[config.mk]
export PLATFORM = sky130hd
export DESIGN_NAME = peak_tracker
export DESIGN_NICKNAME = d
export VERILOG_FILES = /design/src/rtl/peak_tracker_pkg.sv /design/src/rtl/peak_cmp.sv /design/src/rtl/peak_tracker.sv
export SDC_FILE = /design/constraint.sdc
export NUM_CORES = 1
export LEC_CHECK = 0
export BUFFER_PORTS_ARGS = -buffer_cell sky130_fd_sc_hd__buf_2
export CORE_ASPECT_RATIO = 1.5
export CORE_MARGIN = 2
export CORE_UTILIZATION = 25
export DETAILED_ROUTE_END_ITERATION = 8
export GPL_TIMING_DRIVEN = 0
export PLACE_DENSITY_LB_ADDON = 0.15
export SLEW_MARGIN = 20
export SYNTH_ARGS = -nofsm -noshare
export SYNTH_HDL_FRONTEND = slang
export SYNTH_SLANG_ARGS = --single-unit
[constraint.sdc]
create_clock -name CLK -period 3.2 [get_ports CLK]
set_input_delay 0.8 -clock CLK [delete_from_list [all_inputs] [get_ports CLK]]
set_output_delay 0.8 -clock CLK [all_outputs]
set_load 0.05 [all_outputs]
[src/rtl/peak_tracker_pkg.sv]
// +----------------------------------------------------------------------------+
// | peak_tracker_pkg : state encoding and default constants for peak_tracker   |
// | Rev 1.0                                                                    |
// +----------------------------------------------------------------------------+
`default_nettype none

package peak_tracker_pkg;

  localparam int c_dw_def      = 12;
  localparam int c_pw_def      = 32;
  localparam int c_pos_rst_def = 500;

  typedef enum logic [1:0] {
    ST_IDLE  = 2'd0,
    ST_SWEEP = 2'd1,
    ST_DONE  = 2'd2
  } state_e;

endpackage

`default_nettype wire

[src/rtl/peak_cmp.sv]
// +----------------------------------------------------------------------------+
// | peak_cmp : accepts a sample that beats best + HYST, or any first sample    |
// | Rev 1.0                                                                    |
// +----------------------------------------------------------------------------+
`default_nettype none

module peak_cmp
  import peak_tracker_pkg::*;
#(
  parameter int DW   = c_dw_def,
  parameter int HYST = 0
) (
  input  logic [DW-1:0] smp_value,
  input  logic [DW-1:0] best_value,
  input  logic          first,
  output logic          accept
);

  localparam logic [DW:0] c_hyst = (DW+1)'(HYST);

  logic [DW:0] w_thresh;

  // A threshold above 2^DW-1 can never be exceeded by a DW-bit sample,
  // so an overflowing sum rejects without a separate test.
  assign w_thresh = {1'b0, best_value} + c_hyst;
  assign accept   = first | ({1'b0, smp_value} > w_thresh);

endmodule

`default_nettype wire

[src/rtl/peak_tracker.sv]
// +----------------------------------------------------------------------------+
// | peak_tracker : sweep controller tracking the largest sample and positions  |
// | Rev 1.0                                                                    |
// +----------------------------------------------------------------------------+
`default_nettype none

module peak_tracker
  import peak_tracker_pkg::*;
#(
  parameter int DW      = c_dw_def,
  parameter int N_CH    = 2,
  parameter int PW      = c_pw_def,
  parameter int POS_RST = c_pos_rst_def,
  parameter int HYST    = 0,
  parameter int N_SMP   = 256
) (
  input  logic               CLK,
  input  logic               RST,
  input  logic               start,
  input  logic               abort,
  input  logic               smp_valid,
  input  logic [DW-1:0]      smp_value,
  input  logic [N_CH*PW-1:0] pos,
  output logic [DW-1:0]      best_value,
  output logic [N_CH*PW-1:0] best_pos,
  output logic               new_max,
  output logic               busy,
  output logic               done,
  output logic [15:0]        upd_cnt
);

  localparam logic [15:0] c_last_idx = 16'(N_SMP - 1);

  state_e              state_q, state_d;
  logic [DW-1:0]       best_value_q, best_value_d;
  logic [N_CH*PW-1:0]  best_pos_q, best_pos_d;
  logic [15:0]         upd_cnt_q, upd_cnt_d;
  logic [15:0]         smp_cnt_q, smp_cnt_d;
  logic                new_max_q, new_max_d;
  logic                busy_q, busy_d;
  logic                done_q, done_d;

  logic [N_CH*PW-1:0]  w_pos_rst;
  logic                w_eval;
  logic                w_accept;

  for (genvar k = 0; k < N_CH; k++) begin : g_pos_rst
    assign w_pos_rst[k*PW +: PW] = PW'(POS_RST);
  end

  // A sample arriving with start belongs to neither the old nor the new sweep.
  assign w_eval = (state_q == ST_SWEEP) && smp_valid && !start;

  peak_cmp #(
    .DW   (DW),
    .HYST (HYST)
  ) u_cmp (
    .smp_value  (smp_value),
    .best_value (best_value_q),
    .first      (smp_cnt_q == 16'd0),
    .accept     (w_accept)
  );

  always_comb begin
    state_d      = state_q;
    best_value_d = best_value_q;
    best_pos_d   = best_pos_q;
    upd_cnt_d    = upd_cnt_q;
    smp_cnt_d    = smp_cnt_q;
    new_max_d    = 1'b0;

    if (w_eval) begin
      smp_cnt_d = smp_cnt_q + 16'd1;
      if (w_accept) begin
        best_value_d = smp_value;
        best_pos_d   = pos;
        new_max_d    = 1'b1;
        if (upd_cnt_q != 16'hFFFF) begin
          upd_cnt_d = upd_cnt_q + 16'd1;
        end
      end
    end

    if (state_q == ST_SWEEP && abort) begin
      state_d = ST_IDLE;
    end else if (start && !abort) begin
      state_d      = ST_SWEEP;
      best_value_d = '0;
      best_pos_d   = w_pos_rst;
      upd_cnt_d    = '0;
      smp_cnt_d    = '0;
    end else if (state_q == ST_SWEEP) begin
      if (w_eval && smp_cnt_q == c_last_idx) begin
        state_d = ST_DONE;
      end
    end else begin
      state_d = ST_IDLE;
    end

    busy_d = (state_d == ST_SWEEP);
    done_d = (state_d == ST_DONE);
  end

  always_ff @(posedge CLK) begin
    if (RST) begin
      state_q      <= ST_IDLE;
      best_value_q <= '0;
      best_pos_q   <= w_pos_rst;
      upd_cnt_q    <= '0;
      smp_cnt_q    <= '0;
      new_max_q    <= 1'b0;
      busy_q       <= 1'b0;
      done_q       <= 1'b0;
    end else begin
      state_q      <= state_d;
      best_value_q <= best_value_d;
      best_pos_q   <= best_pos_d;
      upd_cnt_q    <= upd_cnt_d;
      smp_cnt_q    <= smp_cnt_d;
      new_max_q    <= new_max_d;
      busy_q       <= busy_d;
      done_q       <= done_d;
    end
  end

  assign best_value = best_value_q;
  assign best_pos   = best_pos_q;
  assign upd_cnt    = upd_cnt_q;
  assign new_max    = new_max_q;
  assign busy       = busy_q;
  assign done       = done_q;

endmodule

`default_nettype wire
==> impl_results.md, run 1 <==
- Status: finished clean
- Post-route setup slack: 0.337 ns
- Worst slew margin: 0.320
- Min Tclk post-route: around 2.9 ns
- Largest net degree at the start of global routing: 17
- Sink Count: 113
- Layout cell share with drive strength beyond 1: 0.288
- Fmax achieved: around 350 MHz
- GRT Total Usage: 0.141
- Element type at the critical path end: flop
- Multi-input logic area: 2180 sq um
- Grt ovf: 0
- Cell Area, Placed: 5880 sq um
- IO Port Bufs: 175
- Core area: between 15000 and 20000 sq um
- Net count after synthesis: 674
- Register area share after synthesis: 0.482
- Leakage: 2.70 nW
- Root buf cell: clkbuf_16
- Die Area: 19900 sq um
- CTS tree: done
- Die W: 116 um
- Max Slew Vio Count: 0
- Final instance area: 6510 sq um
- FF+latch area: roughly 2300 sq um
- Layout fillers: 2079
- Final Setup Violations: 0
- Most used DFF post-synth: dfxtp_1
- # rows: 61
- Slew at the pin closest to its max-slew limit: 1.02 ns
- Initial antenna violation count: 0
- Synth Cell Area: around 4700 sq um
- Post-DP HPWL: 10600 um
- Post-synthesis cell count: 578
- Synth cell types: between 40 and 50
- Post-DRT Antenna Nets: 0
- Top-count cell post-synth: nand2_1
- Final Wtd Congestion: between 0.7 and 0.8
- Initial Utilization: 0.254
- Fin crit share: 0.895
- Startpoint Class: input port
- Crit-path max FO: 10
- Layout area overhead: 38.8%
- Clk slew on worst S/H paths: ~0.060 ns
- Area share of the leading cell type in the synthesized netlist: 0.482
- CTS buffer count: 17
- CP Cell Sequence: buf_2 > ha_1 > a41o_1 > a21oi_1 > o21ai_1 > a2111oi_2 > nor2_1 > buf_2 > buf_1 > nand2_1 > nand3_1
- Post-CTS setup buffer count: 0
- Routed vias/inst: 4.41
- CP max stage cell: a2111oi_2
- Cell mode on critical path: buf_2
- Final wirelength: about 14000 um
- # IOs: 176
- Post-synth ARST share: 0
- Hold Crit Class: reg -> reg
- Via count: 4570
- Post-synth EDFFs: 0
- Worst-Skew Late Latency: 0.41 ns
- Crit path max-delay family: compound AO/OA/AOI/OAI gates
- Largest area contributor in the netlist: dfxtp_1
- Post_cts resized: 0
- Number of synthesized register bits: about 110
- Synth top cells by count: nand2_1 (172), dfxtp_1 (113), a21oi_1 (78), nand3_1 (29), nor2_1 (22)
- DRT iter0 DRCs: roughly 180
- Area contributors post-synth: dfxtp_1 (48%), nand2_1 (14%), a21oi_1 (8.3%)
- Unrepaired setup endpoints after global routing: no
- Residual DRC: 0
- First-pass GRT wire length: 21600 um
- Router iterations before antenna repair: 4
- Pwr/cell area: around 560 nW/um^2
- Number of max-cap violations: 0
- # H-tree levels: 4
- Crit path DAT: 3.11 ns
- Worst-case vdd ir drop: 0.223 mV
- Die Height: 172 um
- DP Worst Slack: -0.168 ns
- Vias in the first global route: 4284
- Synth warnings: 0
- Worst stage delay on the critical path: 0.44 ns
- Final TNS setup: 0 ns
- WL/cell: 13.6 um
- CP bufs+invs: 3
- Finished Core Util: 0.353
- Hold-fix buffers, CTS: 0
- Hold Vio Cnt, Final: 0
- Clk_skew: ~0.0099 ns
- Antenna diodes: 0
- WP data required: 3.44 ns
- Buffer levels on the longest clock path: 2
- Critical path type: in -> reg
- Syn avg cell area: 8.12 sq um
- Layout Nets: ~870
registers in the layout (all words and copies together) (netlist names):
signal and count:
state_q 2, best_value 12, smp_cnt_q 16, upd_cnt 16, done 1, new_max 1, busy 1, best_pos 64
routing by layer:
metal | global-route usage | part of all wire | up-vias
li1 | - | - | 2354
met3 | 0.0462 | 0.048 | 15
met4 | 0.0502 | 0.016 | 0
met1 | 0.152 | 0.40 | 2087
met2 | 0.254 | 0.53 | 114
met5 | 0 | 0 | -
worst paths after layout:
check,from,endpoint,slack (ns),cells after the start
hold / removal,best_pos[25],best_pos[25],0.45,2
setup reg to reg,best_value[7],best_pos[4],0.45,11
setup / recovery,smp_value[7],best_pos[4],0.34,11
hold reg to reg,best_pos[25],best_pos[25],0.45,2
layout by cell type, fill, tap and decap left out, drive strengths merged, types with 6 or more instances in the layout:
cell type / synthesis / layout
nand2: 172 / 172
ha: 15 / 15
nor3: 12 / 12
clkinv: 0 / 6
nor4: 9 / 9
nor2: 22 / 22
inv: 18 / 19
a21oi: 78 / 78
o21ai: 6 / 6
or4: 6 / 6
dfxtp: 113 / 113
buf: 14 / 189
nand4: 11 / 11
xor2: 8 / 8
nand3: 29 / 29
clkbuf: 20 / 39
layout make-up:
type | count | area share
clock inverter | 13 | 0.0284
multi-input combinational | 413 | 0.335
clock buffer | 19 | 0.0680
inverter | 18 | 0.0104
sequential | 113 | 0.347
tap | 252 | 0.0484
buffer | 34 | 0.0280
timing repair buffer | 175 | 0.134
kinds of logic after synthesis:
logic type / share of synthesized area
AO/OA/AOI/OAI: 0.131
XOR/XNOR: 0.0243
adder cells (fa/ha/maj): 0.0400
buffers and inverters: 0.0533
flip-flops: 0.482
AND/OR/NAND/NOR: 0.270
through the flow:
stage	hold WS [ns]	cells	power [W]
4_1_cts	0.452	1037	0.00371
5_1_grt	0.466	1037	0.00380
3_3_place_gp	0.441	1005	0.00167
6_report	0.449	1037	0.00363
3_5_place_dp	0.444	1005	0.00167
2_1_floorplan	0.454	578	0.00157
power breakdown:
group / switching, W / internal (W)
combinational: 0.000133 / 0.0000721
clock: 0.000679 / 0.00132
sequential: 0.00000600 / 0.00142
worst min-delay path: stages (launching register included):
cell and delay [ns]:
dfxtp_1 0.30, nand2_1 0.05, a21oi_1 0.05
Power figures use the tool's default switching activity.
==> run 2: changes to the inputs <==
--- a/config.mk
+++ b/config.mk
@@ -6,6 +6,8 @@
 export NUM_CORES = 1
 export LEC_CHECK = 0
 export BUFFER_PORTS_ARGS = -buffer_cell sky130_fd_sc_hd__buf_2
+export CELL_PAD_IN_SITES_DETAIL_PLACEMENT = 1
+export CELL_PAD_IN_SITES_GLOBAL_PLACEMENT = 1
 export CORE_ASPECT_RATIO = 1.5
 export CORE_MARGIN = 2
 export CORE_UTILIZATION = 25
==> impl_results.md, run 2 (synthesized netlist as in run 1, its figures left out) <==
- # IOs: 176 (unchanged)
- Most common cell after layout, fill and taps aside: buf_2 (unchanged)
- Startpoint Class: input port (unchanged)
- Layout area overhead: 38.2% (was 38.8%)
- Router iterations before antenna repair: 4 (unchanged)
- DRT iter0 DRCs: 115 (was 175)
- Switching portion of total power: 0.225 (about the same)
- Die Height: 172 um (unchanged)
- Sink Count: 113 (unchanged)
- Clk slew on worst S/H paths: 0.06 ns (about the same)
- Grt ovf: 0 (unchanged)
- CTS buffer count: 17 (unchanged)
- WL/cell: 14.9 um (was 13.6 um)
- Post-DP HPWL: 11900 um (was 10600 um)
- Clock share of power: 0.542 (was 0.551)
- Final Wtd Congestion: 0.781 (was 0.752)
- CTS tree: done (unchanged)
- Comb pwr share: 0.059 (was 0.056)
- # H-tree levels: 4 (unchanged)
- Initial Utilization: 0.254 (unchanged)
- Post-DRT Antenna Nets: 0 (unchanged)
- Element type at the critical path end: flop (unchanged)
- Min Tclk post-route: 2.87 ns (was 2.86 ns)
- Overall power: 0.00357 W (was 0.00363 W)
- Hold Crit Class: reg -> reg (unchanged)
- Largest net degree at the start of global routing: 17 (unchanged)
- Hold-fix buffers, CTS: 0 (unchanged)
- Layout Nets: 868 (unchanged)
- Vias in the first global route: 4801 (was 4284)
- First-pass GRT wire length: 23900 um (was 21600 um)
- Clk_skew: 0.0166 ns (was 0.00990 ns)
- Highest-count cells in the layout ignoring fill and taps: buf_2 (177), nand2_1 (172), dfxtp_1 (113), a21oi_1 (78), nand3_1 (29) (unchanged)
- Crit path DAT: 3.12 ns (was 3.11 ns)
- Initial antenna violation count: 0 (unchanged)
- Layout cell share with drive strength beyond 1: 0.286 (was 0.288)
- IO Port Bufs: 175 (unchanged)
- Worst-case vdd ir drop: 0.247 mV (was 0.223 mV)
- Fmax achieved: 348 MHz (was 349 MHz)
- Buffer levels on the longest clock path: 2 (unchanged)
- # rows: 61 (unchanged)
- Number of max-cap violations: 0 (unchanged)
- Final wirelength: 15400 um (was 14100 um)
- Core area: 18500 sq um (unchanged)
- Sw power: 0.000803 W (was 0.000819 W)
- Slew at the pin closest to its max-slew limit: 0.981 ns (was 1.02 ns)
- Die W: 116 um (unchanged)
- Max FFs per register: 64 (unchanged)
- Sequential share of power: 0.400 (was 0.392)
- Unrepaired setup endpoints after global routing: no (unchanged)
- WP data required: 3.45 ns (was 3.44 ns)
- Final Setup Violations: 0 (unchanged)
- GRT Total Usage: 0.157 (was 0.141)
- Fin crit share: 0.897 (was 0.895)
- Leakage: 2.68 nW (was 2.70 nW)
- Antenna diodes: 0 (unchanged)
- Status: finished clean (unchanged)
- Post-CTS setup buffer count: 0 (unchanged)
- Worst slew margin: 0.346 (was 0.320)
- Crit-path max FO: 10 (unchanged)
- Via count: 4691 (was 4570)
- Int Pwr: 0.00277 W (was 0.00282 W)
- Post_cts resized: 0 (unchanged)
- Root buf cell: clkbuf_16 (unchanged)
- Worst-Skew Late Latency: 0.42 ns (was 0.41 ns)
- Max Slew Vio Count: 0 (unchanged)
- Hold Vio Cnt, Final: 0 (unchanged)
- Residual DRC: 0 (unchanged)
- Critical path type: in -> reg (unchanged)
- Pwr/cell area: 550 nW/um^2 (was 558 nW/um^2)
- Worst hold slack: 0.448 ns (was 0.449 ns)
- Die Area: 19900 sq um (unchanged)
- Finished Core Util: 0.351 (was 0.353)
- Routed vias/inst: 4.53 (was 4.41)
## run 2: changes by cell type in the layout (fill, tap and decap cells not counted)
cell	change
bufinv_16	-1
clkbuf_8	+2
clkinv_2	-1
clkinv_4	-1
inv_6	-1
## run 2: metal layers
| layer | part of all wire | vias to the layer above | track usage |
|---|---|---|---|
| li1 | - | 2350 | - |
| met1 | 0.38 | 2218 | 0.159 |
| met2 | 0.55 | 104 | 0.297 |
| met3 | 0.046 | 19 | 0.0440 |
| met4 | 0.018 | 0 | 0.0631 |
| met5 | 0 | - | 0 |
## run 2: metrics by stage
stage / setup TNS, ns / area (sq um) / cells / worst slack, ns
floorplan: 0 / 4690 / 578 / 0.510
global placement: -0.490 / 5880 / 1005 / -0.0954
detailed placement: -1.00 / 5880 / 1005 / -0.150
CTS: 0 / 6490 / 1035 / 0.291
global route: 0 / 6490 / 1035 / 0.114
finish: 0 / 6490 / 1035 / 0.330
## run 2: worst paths after layout
path,startpoint,endpoint,slack [ns],cells after the start
worst max register to register,best_value[7],best_pos[4],0.45,11
worst min register to register,best_pos[11],best_pos[11],0.45,2
worst min-delay path,best_pos[11],best_pos[11],0.45,2
worst max-delay path,smp_value[7],best_pos[4],0.33,11
## run 2: final cells by class
type | count | area, sq um
buffer | 34 | 183
tap | 252 | 315
clock inverter | 9 | 133
sequential | 113 | 2260
clock buffer | 21 | 470
multi-input combinational | 413 | 2180
fill | 2319 | 12000
timing repair buffer | 175 | 876
inverter | 18 | 67.6
## run 2: critical path, stage by stage
cell       delay, ns
buf_2           0.11
ha_1            0.32
a41o_1          0.24
a21oi_1         0.18
o21ai_1         0.10
a2111oi_2       0.42
nor2_1          0.11
buf_2           0.24
buf_1           0.34
nand2_1         0.17
nand3_1         0.08
## run 2: power by group through the flow
stage	registers, W	clock network [W]	logic [W]
4_1_cts	0.00143	0.00200	0.000216
5_1_grt	0.00143	0.00207	0.000233
2_1_floorplan	0.00150	0	0.0000747
3_5_place_dp	0.00146	0	0.000215
6_report	0.00143	0.00193	0.000209
3_3_place_gp	0.00146	0	0.000210
==> run 3: changes to the inputs <==
--- a/config.mk
+++ b/config.mk
@@ -17,4 +17,5 @@
 export SLEW_MARGIN = 20
 export SYNTH_ARGS = -nofsm -noshare
 export SYNTH_HDL_FRONTEND = slang
+export SYNTH_HIERARCHICAL = 1
 export SYNTH_SLANG_ARGS = --single-unit
==> impl_results.md, run 3 <==
- Antenna diodes: 0 (unchanged)
- Max Slew Vio Count: 0 (unchanged)
- DRT iter0 DRCs: 170 (was 115)
- Fin crit share: 0.934 (was 0.897)
- Clk_skew: 0.00963 ns (was 0.0166 ns)
- Mux cell area share after synthesis: 0.00214 (was 0)
- Post-DRT Antenna Nets: 0 (unchanged)
- Layout cell share with drive strength beyond 1: 0.281 (was 0.286)
- WL/cell: 15.1 um (was 14.9 um)
- Synth Area in XOR/XNOR: 0.0113 (was 0.0243)
- Sw power: 0.000841 W (was 0.000803 W)
- # rows: 61 (unchanged)
- Hold Vio Cnt, Final: 0 (unchanged)
- Largest net degree at the start of global routing: 17 (unchanged)
- Slew at the pin closest to its max-slew limit: 0.802 ns (was 0.981 ns)
- Startpoint Class: input port (unchanged)
- Layout Nets: 873 (was 868)
- CTS buffer count: 17 (unchanged)
- Min Tclk post-route: 2.99 ns (was 2.87 ns)
- Final wirelength: 15700 um (was 15400 um)
- CTS tree: done (unchanged)
- Die W: 116 um (about the same)
- Synth Cell Area: 4670 sq um (was 4690 sq um)
- Worst-Skew Late Latency: 0.42 ns (about the same)
- Area contributors post-synth: dfxtp_1 (48%), nand2_1 (14%), a21oi_1 (9.5%) (was dfxtp_1 (48%), nand2_1 (14%), a21oi_1 (8.3%))
- Core area: 18400 sq um (was 18500 sq um)
- Via count: 4827 (was 4691)
- Post-synth ARST share: 0 (unchanged)
- Hold Crit Class: reg -> reg (unchanged)
- Comb pwr share: 0.061 (was 0.059)
- Die Height: 171 um (was 172 um)
- Int Pwr: 0.00255 W (was 0.00277 W)
- Register area share after synthesis: 0.484 (was 0.482)
- Placed insts: 1011 (was 1005)
- Area share of the leading cell type in the synthesized netlist: 0.484 (was 0.482)
- Cell Area, Placed: 5860 sq um (was 5880 sq um)
- Residual DRC: 0 (unchanged)
- Vias in the first global route: 4936 (was 4801)
- Post-DP HPWL: 12100 um (was 11900 um)
- Switching portion of total power: 0.248 (was 0.225)
- Cell mode on critical path: buf_2 (unchanged)
- Number of synthesized register bits: 113 (unchanged)
- Final Wtd Congestion: 0.781 (unchanged)
- Worst slew margin: 0.461 (was 0.346)
- Layout fillers: 2299 (was 2319)
- Pwr/cell area: 528 nW/um^2 (was 550 nW/um^2)
- Worst hold slack: 0.449 ns (was 0.448 ns)
- Worst-case vdd ir drop: 0.238 mV (was 0.247 mV)
- Net count after synthesis: 680 (was 674)
- Final instance area: 6420 sq um (was 6490 sq um)
- Leakage: 2.64 nW (was 2.68 nW)
- GRT Total Usage: 0.160 (was 0.157)
- Syn avg cell area: 8.00 sq um (was 8.12 sq um)
- Die Area: 19800 sq um (was 19900 sq um)
- Hold-fix buffers, CTS: 0 (unchanged)
- Worst r2r src: best_value[10] (was best_value[7])
- Layout area overhead: 37.5% (was 38.2%)
- Most common cell after layout, fill and taps aside: buf_2 (unchanged)
- Largest area contributor in the netlist: dfxtp_1 (unchanged)
- Most used DFF post-synth: dfxtp_1 (unchanged)
- Critical path type: in -> reg (unchanged)
- Final Setup Violations: 0 (unchanged)
- Max FFs per register: 64 (unchanged)
- Number of max-cap violations: 0 (unchanged)
- Post-CTS setup buffer count: 0 (unchanged)
- # H-tree levels: 4 (unchanged)
- R2r setup slk: 0.27 ns (was 0.45 ns)
- Top-count cell post-synth: nand2_1 (unchanged)
- Fmax achieved: 334 MHz (was 348 MHz)
- Largest family of logic cells by synthesized area: simple AND/OR/NAND/NOR gates (unchanged)
- Buffer levels on the longest clock path: 2 (unchanged)
- Simple-gate area share of the yosys netlist: 0.265 (was 0.270)
- First-pass GRT wire length: 24800 um (was 23900 um)
- IO Port Bufs: 175 (unchanged)
- Grt ovf: 0 (unchanged)
- Initial Utilization: 0.254 (about the same)
- Hold worst-path end: best_pos[22] (was best_pos[11])
- Status: finished clean (unchanged)
- Clk slew on worst S/H paths: 0.06 ns (about the same)
- Worst hold stages: 2 (unchanged)
- Initial antenna violation count: 0 (unchanged)
- Highest-count cells in the layout ignoring fill and taps: buf_2 (180), nand2_1 (174), dfxtp_1 (113), a21oi_1 (89), clkbuf_1 (21) (was buf_2 (177), nand2_1 (172), dfxtp_1 (113), a21oi_1 (78), nand3_1 (29))
- Unrepaired setup endpoints after global routing: no (unchanged)
- Post-synthesis compound-gate area fraction: 0.153 (was 0.131)
- Root buf cell: clkbuf_16 (unchanged)
- Crit-path max FO: 10 (unchanged)
- Crit path DAT: 3.33 ns (was 3.12 ns)
- Synth warnings: 6 (was 0)
- Synth cell types: 44 (unchanged)
- # IOs: 176 (unchanged)
- Worst r2r dst: best_pos[16] (was best_pos[4])
- Sink Count: 113 (unchanged)
- CP Cell Sequence: buf_2 > ha_1 > nand4_1 > or3_1 > a21boi_0 > a221o_1 > nand2_2 > buf_2 > clkbuf_2 > nand2_1 > a21oi_1 (was buf_2 > ha_1 > a41o_1 > a21oi_1 > o21ai_1 > a2111oi_2 > nor2_1 > buf_2 > buf_1 > nand2_1 > nand3_1)
- Routed vias/inst: 4.64 (was 4.53)
- Fraction of the mapped netlist area in adder cells: 0.0402 (was 0.0400)
- Reg2reg path depth: 11 (unchanged)
- Worst stage delay on the critical path: 0.42 ns (about the same)
- Fin cells: 1041 (was 1035)
- Synth top cells by count: nand2_1 (175), dfxtp_1 (113), a21oi_1 (89), clkbuf_1 (28), nand3_1 (20) (was nand2_1 (172), dfxtp_1 (113), a21oi_1 (78), nand3_1 (29), nor2_1 (22))
- WP data required: 3.54 ns (was 3.45 ns)
- Post-synth EDFFs: 0 (unchanged)
- Element type at the critical path end: flop (unchanged)
- Clock share of power: 0.519 (was 0.542)
- Router iterations before antenna repair: 4 (unchanged)
- CP max stage cell: or3_1 (was a2111oi_2)
- Post-synthesis cell count: 584 (was 578)
- Sequential share of power: 0.420 (was 0.400)
- Hold Startpoint: best_pos[22] (was best_pos[11])
[run 3: what timing repair did]
item                       in CTS  in global routing
setup endpoints to repair      60                 59
gates cloned                    0                  0
gates resized for setup         8                  7
[run 3: worst max path at each step]
stage / slack (ns) / to / from
after floorplan: 0.14 / best_value[0] / smp_value[11]
after global placement: -0.64 / best_pos[3] / smp_value[11]
after global routing: 0.009 / best_pos[13] / smp_value[11]
after CTS: 0.04 / best_pos[6] / smp_value[11]
final: 0.21 / best_pos[16] / smp_value[11]
after detailed placement: -0.74 / best_value[8] / smp_value[11]
[run 3: kinds of logic (layout without fill, tap and decap cells)]
| group | Yosys count | count (layout) |
|---|---|---|
| AND/OR/NAND/NOR | 270 | 270 |
| AO/OA/AOI/OAI | 126 | 126 |
| flip-flops | 113 | 113 |
| buffers and inverters | 53 | 258 |
| adder cells (fa/ha/maj) | 15 | 15 |
| XOR/XNOR | 6 | 6 |
| multiplexers | 1 | 1 |
[run 3: cell type report]
cell class,count,area [sq um],share of cell area
Buffer,33,145,0.0226
Clock buffer,18,429,0.0668
Clock inverter,13,116,0.0181
Inverter,19,71.3,0.0111
Multi-Input combinational cell,418,2210,0.344
Sequential cell,113,2260,0.352
Tap cell,252,315,0.0491
Timing Repair Buffer,175,876,0.136
[run 3: worst max-delay path: cells and delay by family]
family,cells,cell delay (ns)
buf+inv,3,0.67
simple gates,4,0.84
fa+ha+maj,1,0.31
compound gates,3,0.70
[run 3: routing by layer]
layer  global-route usage  up-vias  part of all wire
li1                     -     2394                 -
met1                0.176     2313              0.40
met2                0.288      102              0.53
met3               0.0447       18             0.050
met4               0.0618        0             0.017
met5                    0        -                 0
[run 3: stage by stage]
step | setup TNS, ns | total power (W) | util | setup WS [ns]
final | 0 | 0.00339 | 0.349 | 0.210
after global routing | 0 | 0.00354 | 0.349 | 0.00880
after CTS | 0 | 0.00345 | 0.349 | 0.0403
after detailed placement | -42.85 | 0.00167 | 0.319 | -0.736
after global placement | -38.73 | 0.00166 | 0.319 | -0.643
after floorplan | 0 | 0.00157 | - | 0.136
[run 3: power groups by stage]
stage	clock network, W	logic, W	registers (W)
after CTS	0.00181	0.000211	0.00143
after global placement	0	0.000204	0.00146
after floorplan	0	0.0000715	0.00150
final	0.00176	0.000205	0.00143
after global routing	0.00189	0.000230	0.00143
after detailed placement	0	0.000209	0.00146
